### src/rtl/cmp_bist_pkg.sv
// Shared definitions for the comparator self-test sequencer: state encoding,
// response bit positions and the default operand width.
package cmp_bist_pkg;

  localparam int DEF_WIDTH = 2;

  typedef enum logic [1:0] {
    ST_IDLE  = 2'd0,
    ST_WAIT  = 2'd1,
    ST_CHECK = 2'd2,
    ST_DONE  = 2'd3
  } bist_state_e;

  // Response triples are packed as {gt, eq, lt}.
  localparam int RESP_GT = 2;
  localparam int RESP_EQ = 1;
  localparam int RESP_LT = 0;

endpackage

### src/rtl/cmp_ref_model.sv
// Golden unsigned comparator: the response a correct comparator must give
// for operands a and b, packed {gt, eq, lt}.
module cmp_ref_model
  import cmp_bist_pkg::*;
#(
  parameter int WIDTH = DEF_WIDTH
) (
  input  logic [WIDTH-1:0] a_i,
  input  logic [WIDTH-1:0] b_i,
  output logic [2:0]       resp_o
);

  // Expected response bits for the current operand pair.
  always_comb begin
    resp_o          = 3'b000;
    resp_o[RESP_GT] = (a_i > b_i);
    resp_o[RESP_EQ] = (a_i == b_i);
    resp_o[RESP_LT] = (a_i < b_i);
  end

endmodule

### src/rtl/cmp_bist_ctrl.sv
// Self-test sequencer for the magnitude comparator: sweeps every operand pair,
// waits SETTLE cycles per pair, checks the response and records the outcome.
module cmp_bist_ctrl
  import cmp_bist_pkg::*;
#(
  parameter int WIDTH  = DEF_WIDTH,
  parameter int SETTLE = 1,
  parameter int ERRW   = 2 * WIDTH + 1
) (
  input  logic             clk,
  input  logic             rst,
  input  logic             start,
  input  logic             abort,
  output logic             busy,
  output logic             done,
  output logic             pass,
  output logic [ERRW-1:0]  err_count,
  output logic [WIDTH-1:0] fail_a,
  output logic [WIDTH-1:0] fail_b,
  output logic [2:0]       fail_obs,
  output logic [WIDTH-1:0] cmp_a,
  output logic [WIDTH-1:0] cmp_b,
  input  logic             cmp_gt,
  input  logic             cmp_eq,
  input  logic             cmp_lt
);

  localparam int               SW          = (SETTLE > 1) ? $clog2(SETTLE) : 1;
  localparam logic [SW-1:0]    SETTLE_LAST = (SETTLE > 0) ? SW'(SETTLE - 1) : '0;
  localparam logic [SW-1:0]    SETTLE_ONE  = SW'(1);
  localparam logic [WIDTH-1:0] OP_MAX      = '1;
  localparam logic [WIDTH-1:0] OP_ONE      = WIDTH'(1);
  localparam logic [ERRW-1:0]  ERR_ONE     = ERRW'(1);
  // With no settle time each vector is checked straight away.
  localparam bist_state_e      ST_FIRST    = (SETTLE > 0) ? ST_WAIT : ST_CHECK;

  bist_state_e      state_q, state_d;
  logic [WIDTH-1:0] a_q, a_d, b_q, b_d;
  logic [SW-1:0]    settle_q, settle_d;
  logic             busy_q, busy_d, done_q, done_d, pass_q, pass_d;
  logic [ERRW-1:0]  err_q, err_d;
  logic [WIDTH-1:0] fa_q, fa_d, fb_q, fb_d;
  logic [2:0]       fo_q, fo_d;

  logic [2:0]       obs_s;
  logic [2:0]       exp_s;
  logic             mismatch_s;
  logic             last_vec_s;
  logic             settle_end_s;

  cmp_ref_model #(.WIDTH(WIDTH)) u_ref (
    .a_i    (a_q),
    .b_i    (b_q),
    .resp_o (exp_s)
  );

  always_comb begin
    obs_s          = 3'b000;
    obs_s[RESP_GT] = cmp_gt;
    obs_s[RESP_EQ] = cmp_eq;
    obs_s[RESP_LT] = cmp_lt;
  end

  assign mismatch_s   = (obs_s != exp_s);
  assign last_vec_s   = (a_q == OP_MAX) && (b_q == OP_MAX);
  assign settle_end_s = (settle_q == SETTLE_LAST);

  // State register.
  always_ff @(posedge clk) begin
    if (rst) begin
      state_q <= ST_IDLE;
    end else begin
      state_q <= state_d;
    end
  end

  // Next-state logic; abort takes priority in every active state.
  always_comb begin
    state_d = state_q;
    case (state_q)
      ST_IDLE: begin
        if (abort)      state_d = ST_IDLE;
        else if (start) state_d = ST_FIRST;
        else            state_d = ST_IDLE;
      end
      ST_WAIT: begin
        if (abort)             state_d = ST_IDLE;
        else if (settle_end_s) state_d = ST_CHECK;
        else                   state_d = ST_WAIT;
      end
      ST_CHECK: begin
        if (abort)           state_d = ST_IDLE;
        else if (last_vec_s) state_d = ST_DONE;
        else                 state_d = ST_FIRST;
      end
      ST_DONE: state_d = ST_IDLE;
      default: state_d = ST_IDLE;
    endcase
  end

  // Datapath next values: operand walk, settle count, error bookkeeping.
  always_comb begin
    a_d      = a_q;
    b_d      = b_q;
    settle_d = settle_q;
    busy_d   = busy_q;
    done_d   = 1'b0;
    pass_d   = pass_q;
    err_d    = err_q;
    fa_d     = fa_q;
    fb_d     = fb_q;
    fo_d     = fo_q;
    case (state_q)
      ST_IDLE: begin
        a_d    = '0;
        b_d    = '0;
        busy_d = 1'b0;
        if (abort) begin
          pass_d = 1'b0;
        end else if (start) begin
          busy_d   = 1'b1;
          pass_d   = 1'b0;
          err_d    = '0;
          fa_d     = '0;
          fb_d     = '0;
          fo_d     = 3'b000;
          settle_d = '0;
        end else begin
          settle_d = '0;
        end
      end
      ST_WAIT: begin
        if (abort) begin
          busy_d = 1'b0;
          pass_d = 1'b0;
          a_d    = '0;
          b_d    = '0;
        end else if (settle_end_s) begin
          settle_d = '0;
        end else begin
          settle_d = settle_q + SETTLE_ONE;
        end
      end
      ST_CHECK: begin
        if (abort) begin
          busy_d = 1'b0;
          pass_d = 1'b0;
          a_d    = '0;
          b_d    = '0;
        end else begin
          settle_d = '0;
          if (mismatch_s) begin
            err_d = err_q + ERR_ONE;
            if (err_q == '0) begin
              fa_d = a_q;
              fb_d = b_q;
              fo_d = obs_s;
            end else begin
              fo_d = fo_q;
            end
          end else begin
            err_d = err_q;
          end
          // b is the inner loop; the final pair wraps both back to zero.
          b_d = b_q + OP_ONE;
          if (b_q == OP_MAX) a_d = a_q + OP_ONE;
          else               a_d = a_q;
          if (last_vec_s) begin
            done_d = 1'b1;
            busy_d = 1'b0;
            pass_d = (err_q == '0) && !mismatch_s;
          end else begin
            done_d = 1'b0;
          end
        end
      end
      ST_DONE: begin
        busy_d = 1'b0;
        if (abort) pass_d = 1'b0;
        else       pass_d = pass_q;
      end
      default: begin
        busy_d = 1'b0;
        a_d    = '0;
        b_d    = '0;
      end
    endcase
  end

  // Datapath and output registers.
  always_ff @(posedge clk) begin
    if (rst) begin
      a_q      <= '0;
      b_q      <= '0;
      settle_q <= '0;
      busy_q   <= 1'b0;
      done_q   <= 1'b0;
      pass_q   <= 1'b0;
      err_q    <= '0;
      fa_q     <= '0;
      fb_q     <= '0;
      fo_q     <= 3'b000;
    end else begin
      a_q      <= a_d;
      b_q      <= b_d;
      settle_q <= settle_d;
      busy_q   <= busy_d;
      done_q   <= done_d;
      pass_q   <= pass_d;
      err_q    <= err_d;
      fa_q     <= fa_d;
      fb_q     <= fb_d;
      fo_q     <= fo_d;
    end
  end

  assign busy      = busy_q;
  assign done      = done_q;
  assign pass      = pass_q;
  assign err_count = err_q;
  assign fail_a    = fa_q;
  assign fail_b    = fb_q;
  assign fail_obs  = fo_q;
  assign cmp_a     = a_q;
  assign cmp_b     = b_q;

endmodule

### config.mk
export PLATFORM = sky130hd
export DESIGN_NAME = cmp_bist_ctrl
export DESIGN_NICKNAME = d
export VERILOG_FILES = /design/src/rtl/cmp_bist_pkg.sv /design/src/rtl/cmp_ref_model.sv /design/src/rtl/cmp_bist_ctrl.sv
export SDC_FILE = /design/constraint.sdc
export NUM_CORES = 1
export LEC_CHECK = 0
export CAP_MARGIN = 15
export CORE_ASPECT_RATIO = 0.75
export CORE_MARGIN = 2
export CORE_UTILIZATION = 51
export CTS_BUF_LIST = sky130_fd_sc_hd__clkbuf_2 sky130_fd_sc_hd__clkbuf_4 sky130_fd_sc_hd__clkbuf_8
export DETAILED_ROUTE_END_ITERATION = 16
export PLACE_DENSITY = 0.88
export SYNTH_ARGS = -nofsm -noshare
export SYNTH_HDL_FRONTEND = slang
export SYNTH_SLANG_ARGS = --single-unit
### constraint.sdc
create_clock -name clk -period 2.5 [get_ports clk]
set_input_delay 0.5 -clock clk [delete_from_list [all_inputs] [get_ports clk]]
set_output_delay 0.5 -clock clk [all_outputs]
set_load 0.1 [all_outputs]
======== Word level (Yosys, flattened, before mapping) ========
Index checks and enable logic that the tools add are counted.
cells by class
  add/sub/neg operators ................... 4
  $lt $le $gt $ge ......................... 2
  equal/unequal tests ..................... 19
  multiplexer cells ....................... 50
  bitwise logic cells ..................... 1
  reductions and logical operators ........ 18
operators with widths
  operator                                                       count
  2-bit 2-to-1 mux                                               16
  5-bit 2-to-1 mux                                               4
  2-bit != test, second input constant                           8
  1-bit 2-to-1 mux                                               15
  3-bit 2-to-1 mux                                               5
  2-bit one-hot mux with 3 select lines                          2
  5-bit one-hot mux with 2 select lines                          1
  3-bit != test, second input constant                           3
  3-bit AND reduction                                            3
  2-bit == test, second input constant                           4
  2-bit one-hot mux with 2 select lines                          2
  2-bit one-hot mux with 4 select lines                          1
  3-bit one-hot mux with 2 select lines                          1
  6-bit AND reduction                                            1
  5-bit by 1-bit adder with 5-bit output, second input constant  1
  5-bit zero test                                                1
  5-bit AND reduction                                            1
  2-bit by 1-bit adder with 2-bit output, second input constant  2
  1-bit one-hot mux with 4 select lines                          1
  2-bit AND reduction                                            2
  2-bit nonzero test                                             2
  2-bit OR reduction                                             2
  3-bit != test                                                  1
  1-bit one-hot mux with 3 select lines                          1
  other kinds (13)                                               14
storage, ports and cells
  register bits ........................... 22
  input bits .............................. 7

======== Longest topological paths before layout ========
  depth in word-level cells ............... 7
  gate-level depth with buffers ........... 7

======== Hierarchy ========
Synthesis repeated with hierarchy kept, for this count alone.
unflattened totals
  cells, all modules ...................... 125
  area total of the unflattened synthesis .. 1112.3 um2
by module, submodules not included
  module         instances  cells each  area each (um2)  sequential area each (um2)
  cmp_bist_ctrl  1          116         1049.8           420.4
  cmp_ref_model  1          9           62.6             0.0

======== Least setup slack after synthesis ========
No wires, ideal clock.
  kind .................................... register to register
  start point ............................. register a_q[0], in the netlist cmp_a[0]
  end point ............................... register err_q[0], in the netlist err_count[0]
  setup time .............................. 162 ps
  data arrival time ....................... 2678 ps
  slack ................................... -340 ps
  cell stages (with the launch flop) ...... 8
  period minus slack after synthesis ...... 2840 ps
  path through ............................ dfxtp_1 > inv_1 > ha_1 > nand2b_1 > a2111o_1 > a32oi_4 > nand2b_4 > o22ai_1
on the way
  word-level cells in the longest chain between the ends .. 4
  elaborated cells between the ends (all ways) .. 6
  classes of those cells .................. order compare: 2; eq/ne: 3; reduce/logical: 1
RTL lines
  what                                        line                  source
  start: declaration                          cmp_bist_ctrl.sv:38   logic [WIDTH-1:0] a_q, a_d, b_q, b_d;
  start signal: assignment                    cmp_bist_ctrl.sv:193  a_q <= '0;
  start signal: assignment                    cmp_bist_ctrl.sv:204  a_q <= a_d;
  2-bit < comparator (tied with other cells)  cmp_ref_model.sv:18   resp_o[RESP_LT] = (a_i < b_i);
  3-bit != test *                             cmp_bist_ctrl.sv:64   assign mismatch_s = (obs_s != exp_s);
  2-bit != test (no source line) *            --
  5-bit AND reduction (no source line) *      --
  end signal: assignment                      cmp_bist_ctrl.sv:210  err_q <= err_d;
  end: declaration                            cmp_bist_ctrl.sv:41   logic [ERRW-1:0] err_q, err_d;
Mark *: on every way between the ends. The rest lies on a longest branch, timed or not.
A chain may end at the register's enable or synchronous reset.

======== Final worst setup path ========
  start point ............................. register a_q[0], in the netlist cmp_a[0]
  end point ............................... register fb_q[0], in the netlist fail_b[0]
on the way
  word-level cells in the longest chain between the ends .. 4
  elaborated cells between the ends (all ways) .. 6
  classes of those cells .................. order compare: 2; eq/ne: 3; reduce/logical: 1
RTL lines
  what                                        line                  source
  2-bit < comparator (tied with other cells)  cmp_ref_model.sv:18
  3-bit != test *                             cmp_bist_ctrl.sv:64
  2-bit != test (no source line) *            --
  6-bit AND reduction (no source line) *      --
  end signal: assignment                      cmp_bist_ctrl.sv:201  fb_q <= '0;
  end signal: assignment                      cmp_bist_ctrl.sv:212  fb_q <= fb_d;
  end: declaration                            cmp_bist_ctrl.sv:42   logic [WIDTH-1:0] fa_q, fa_d, fb_q, fb_d;
Marks and branches as above.

==> impl_metrics.env <==
export IMPL_reg2reg_from="cmp_a[0]"
export IMPL_use_met2_pct=34.8
export IMPL_worstPathRequired_ns=2.72
export IMPL_synthSimpleGateAreaFrac_pct=20.4
export IMPL_synth_compound_area_share_pct=29.5
export IMPL_relSlewSlack_pct=55.5
export IMPL_arrival_ns=2.50
export IMPL_syn_avg_cell_area_um2=9.40
export IMPL_io_buffers=25
export IMPL_grt_pass1_wl_mm=4.10
export IMPL_worstPathBufferInverterCount=1
export IMPL_hold_start="fail_obs[2]"
export IMPL_routedWlPerCell_um=14.6
export IMPL_htree_levels=1
export IMPL_syn_inst=117
export IMPL_p_per_area_nw_per_um2=416
export IMPL_rsz0062_at_grt="false"
export IMPL_pin_count=26
export IMPL_place_gp_congestion=0.929
export IMPL_grt_usage_pct=21.4
export IMPL_cp_max_fo=8
export IMPL_path_class="reg2reg"
export IMPL_r2r_end="fail_b[0]"
export IMPL_grt_util_met3_pct=5.26
export IMPL_cp_slowest_cell="a2111o_1"
export IMPL_synth_seq_cells=21
export IMPL_dieHeight_um=44.2
export IMPL_cts_buffers=3
export IMPL_ir_drop_mv=0.417
export IMPL_fin_crit_sh_pct=91.3
export IMPL_cts_sinks=21
export IMPL_final_area_um2=1370
export IMPL_syn2layout_area_growth_pct=24.1
export IMPL_whs_path_depth=1
export IMPL_fmax_mhz=438
export IMPL_place_ws_ns=0.147
export IMPL_synthMuxAreaShare_pct=0
export IMPL_r2r_cells=7
export IMPL_ys_flop_type="dfxtp_1"
export IMPL_stdcell_count=169
export IMPL_hpwl_mm=1.93
export IMPL_yosysWarnings=0
export IMPL_timing_hold_ws_ns=0.480
export IMPL_antenna_cells=0
export IMPL_drc=0
export IMPL_fillers=166
export IMPL_hold_path_end="fail_obs[2]"
export IMPL_post_cts_buffers=0
export IMPL_drt_vias_per_instance=5.78
export IMPL_met1_usage_pct=28.0
export IMPL_synth_area_um2=1100
export IMPL_crit_path_start="cmp_a[0]"
export IMPL_power_total_mw=0.568
export IMPL_first_pass_iters=4
export IMPL_core_um2=2010
export IMPL_setup_viol=0
export IMPL_yosysTopAreaCell="dfxtp_1"
export IMPL_cts_root_buf="clkbuf_4"
export IMPL_dp_cells=165
export IMPL_cpLargestDelayFamily="compound AO/OA/AOI/OAI gates"
export IMPL_synth_top_family_by_area="compound AO/OA/AOI/OAI gates"
export IMPL_dieWidth_um=57.6
export IMPL_top_usage_layer="met2"
export IMPL_cts_resized_gates=0
export IMPL_synthArstFlopShare_pct=0
export IMPL_drv_slew=0
export IMPL_drive_above_1_share_pct=31.0
export IMPL_setup_slack_ns=0.217
export IMPL_cts_buffer_depth=2
export IMPL_hold_path_class="reg2reg"
export IMPL_grt_max_degree=13
export IMPL_drt_iter0_drc=42
export IMPL_num_vias=977
export IMPL_placed_cell_area_um2=1340
export IMPL_yosysMostFrequentCell="dfxtp_1"
export IMPL_grt_overflow_total=0
export IMPL_die_area_um2=2550
export IMPL_tightest_slew_ns=0.660
export IMPL_finalNetCount=159
export IMPL_grt_pass1_vias=914
export IMPL_drt_wl_total_mm=2.47
export IMPL_status="finished, final reports clean"
export IMPL_synth_nets=130
export IMPL_rows=14
export IMPL_clk_latency_ns=0.31
export IMPL_max_stage_delay_ns=0.45
export IMPL_antenna_found_initial=0
export IMPL_synth_edff_count=0
export IMPL_rrSetupSlack_ns=0.22
export IMPL_clk_pin_slew_worst_paths_ns=0.12
export IMPL_period_needed_ns=2.28
export IMPL_setup_tns_ns=0
export IMPL_postCtsHoldBufs=0
export IMPL_utilization_pct=67.8
export IMPL_hold_viol=0
export IMPL_crit_chain="inv_1 -> ha_1 -> nand2b_1 -> a2111o_1 -> a32oi_4 -> nor2_2 -> a22o_2"
export IMPL_ant_nets=0
export IMPL_synth_xor_area_share_pct=0
export IMPL_cts_tree="yes"
export IMPL_crit_path_end_kind="flop"
export IMPL_synth_top_cells_by_area="dfxtp_1 (38%), ha_1 (6.8%), a22o_2 (5.5%)"
export IMPL_synth_adder_area_share_pct=6.83
export IMPL_yosysUniqueCellTypes=38
export IMPL_synth_common_cells="dfxtp_1 (21), nor2_1 (11), inv_1 (9)"
export IMPL_power_leakage_nw=0.540
export IMPL_start_kind="flop"
export IMPL_synth_top_area_share_pct=38.2
export IMPL_clock_skew_ns=0.00218
export IMPL_floorplan_initialDensity_pct=54.6
export IMPL_maxCapViolCount=0
export IMPL_ys_seq_area_share_pct=38.2
cells in the final DEF, fill, tap and decap left out, types with 5 or more instances in the layout:
cell             synthesis  routed
dfxtp_1                 21      17
clkdlybuf4s50_1          0       6
nor2_1                  11      11
nand2_1                  7       7
inv_1                    9       9
a21oi_1                  5       5
a22o_2                   6       6
o21ai_0                  6       6
buf_4                    0      22
ha_1                     6       6
metal layers:
layer	share of wire, %	wire [um]
met5	0	0
met4	0.53	13
met3	4.6	113
met2	48	1190
met1	47	1160
flip-flops by register name, indices dropped and copies added (netlist names):
| signal | count |
|---|---|
| busy | 1 |
| cmp_a | 2 |
| cmp_b | 2 |
| done | 1 |
| err_count | 5 |
| fail_a | 2 |
| fail_b | 2 |
| fail_obs | 3 |
| pass | 1 |
| state_q | 2 |
layout make-up:
cell class                 instances  area [um^2]  share of cell area (%)
clock buffer                       3         22.5                    1.65
inverter                           9         33.8                    2.47
sequential                        21          425                    31.2
timing repair buffer              28          225                    16.5
multi-input combinational         83          623                    45.6
clock inverter                     1         5.00                   0.367
tap                               24         30.0                    2.20
how the worst max path moves through the flow:
stage | end | slack, ns | depth (start not counted)
final | fail_b[0] | 0.22 | 7
after global routing | fail_b[0] | 0.13 | 7
after CTS | fail_b[0] | 0.22 | 7
after detailed placement | fail_b[0] | 0.15 | 6
after global placement | err_count[3] | 0.18 | 6
after floorplan | err_count[0] | 0.01 | 7
report_power, final:
| part | total (mW) | internal (mW) | switching, mW |
|---|---|---|---|
| combinational | 0.0607 | 0.0237 | 0.0370 |
| clock | 0.168 | 0.0599 | 0.108 |
| sequential | 0.340 | 0.337 | 0.00309 |
logic make-up after synthesis:
logic type / count (synthesis)
compound gates: 37
fa+ha+maj: 6
buf+inv: 13
flops: 21
simple gates: 40
(Power assumes the default switching activity.)
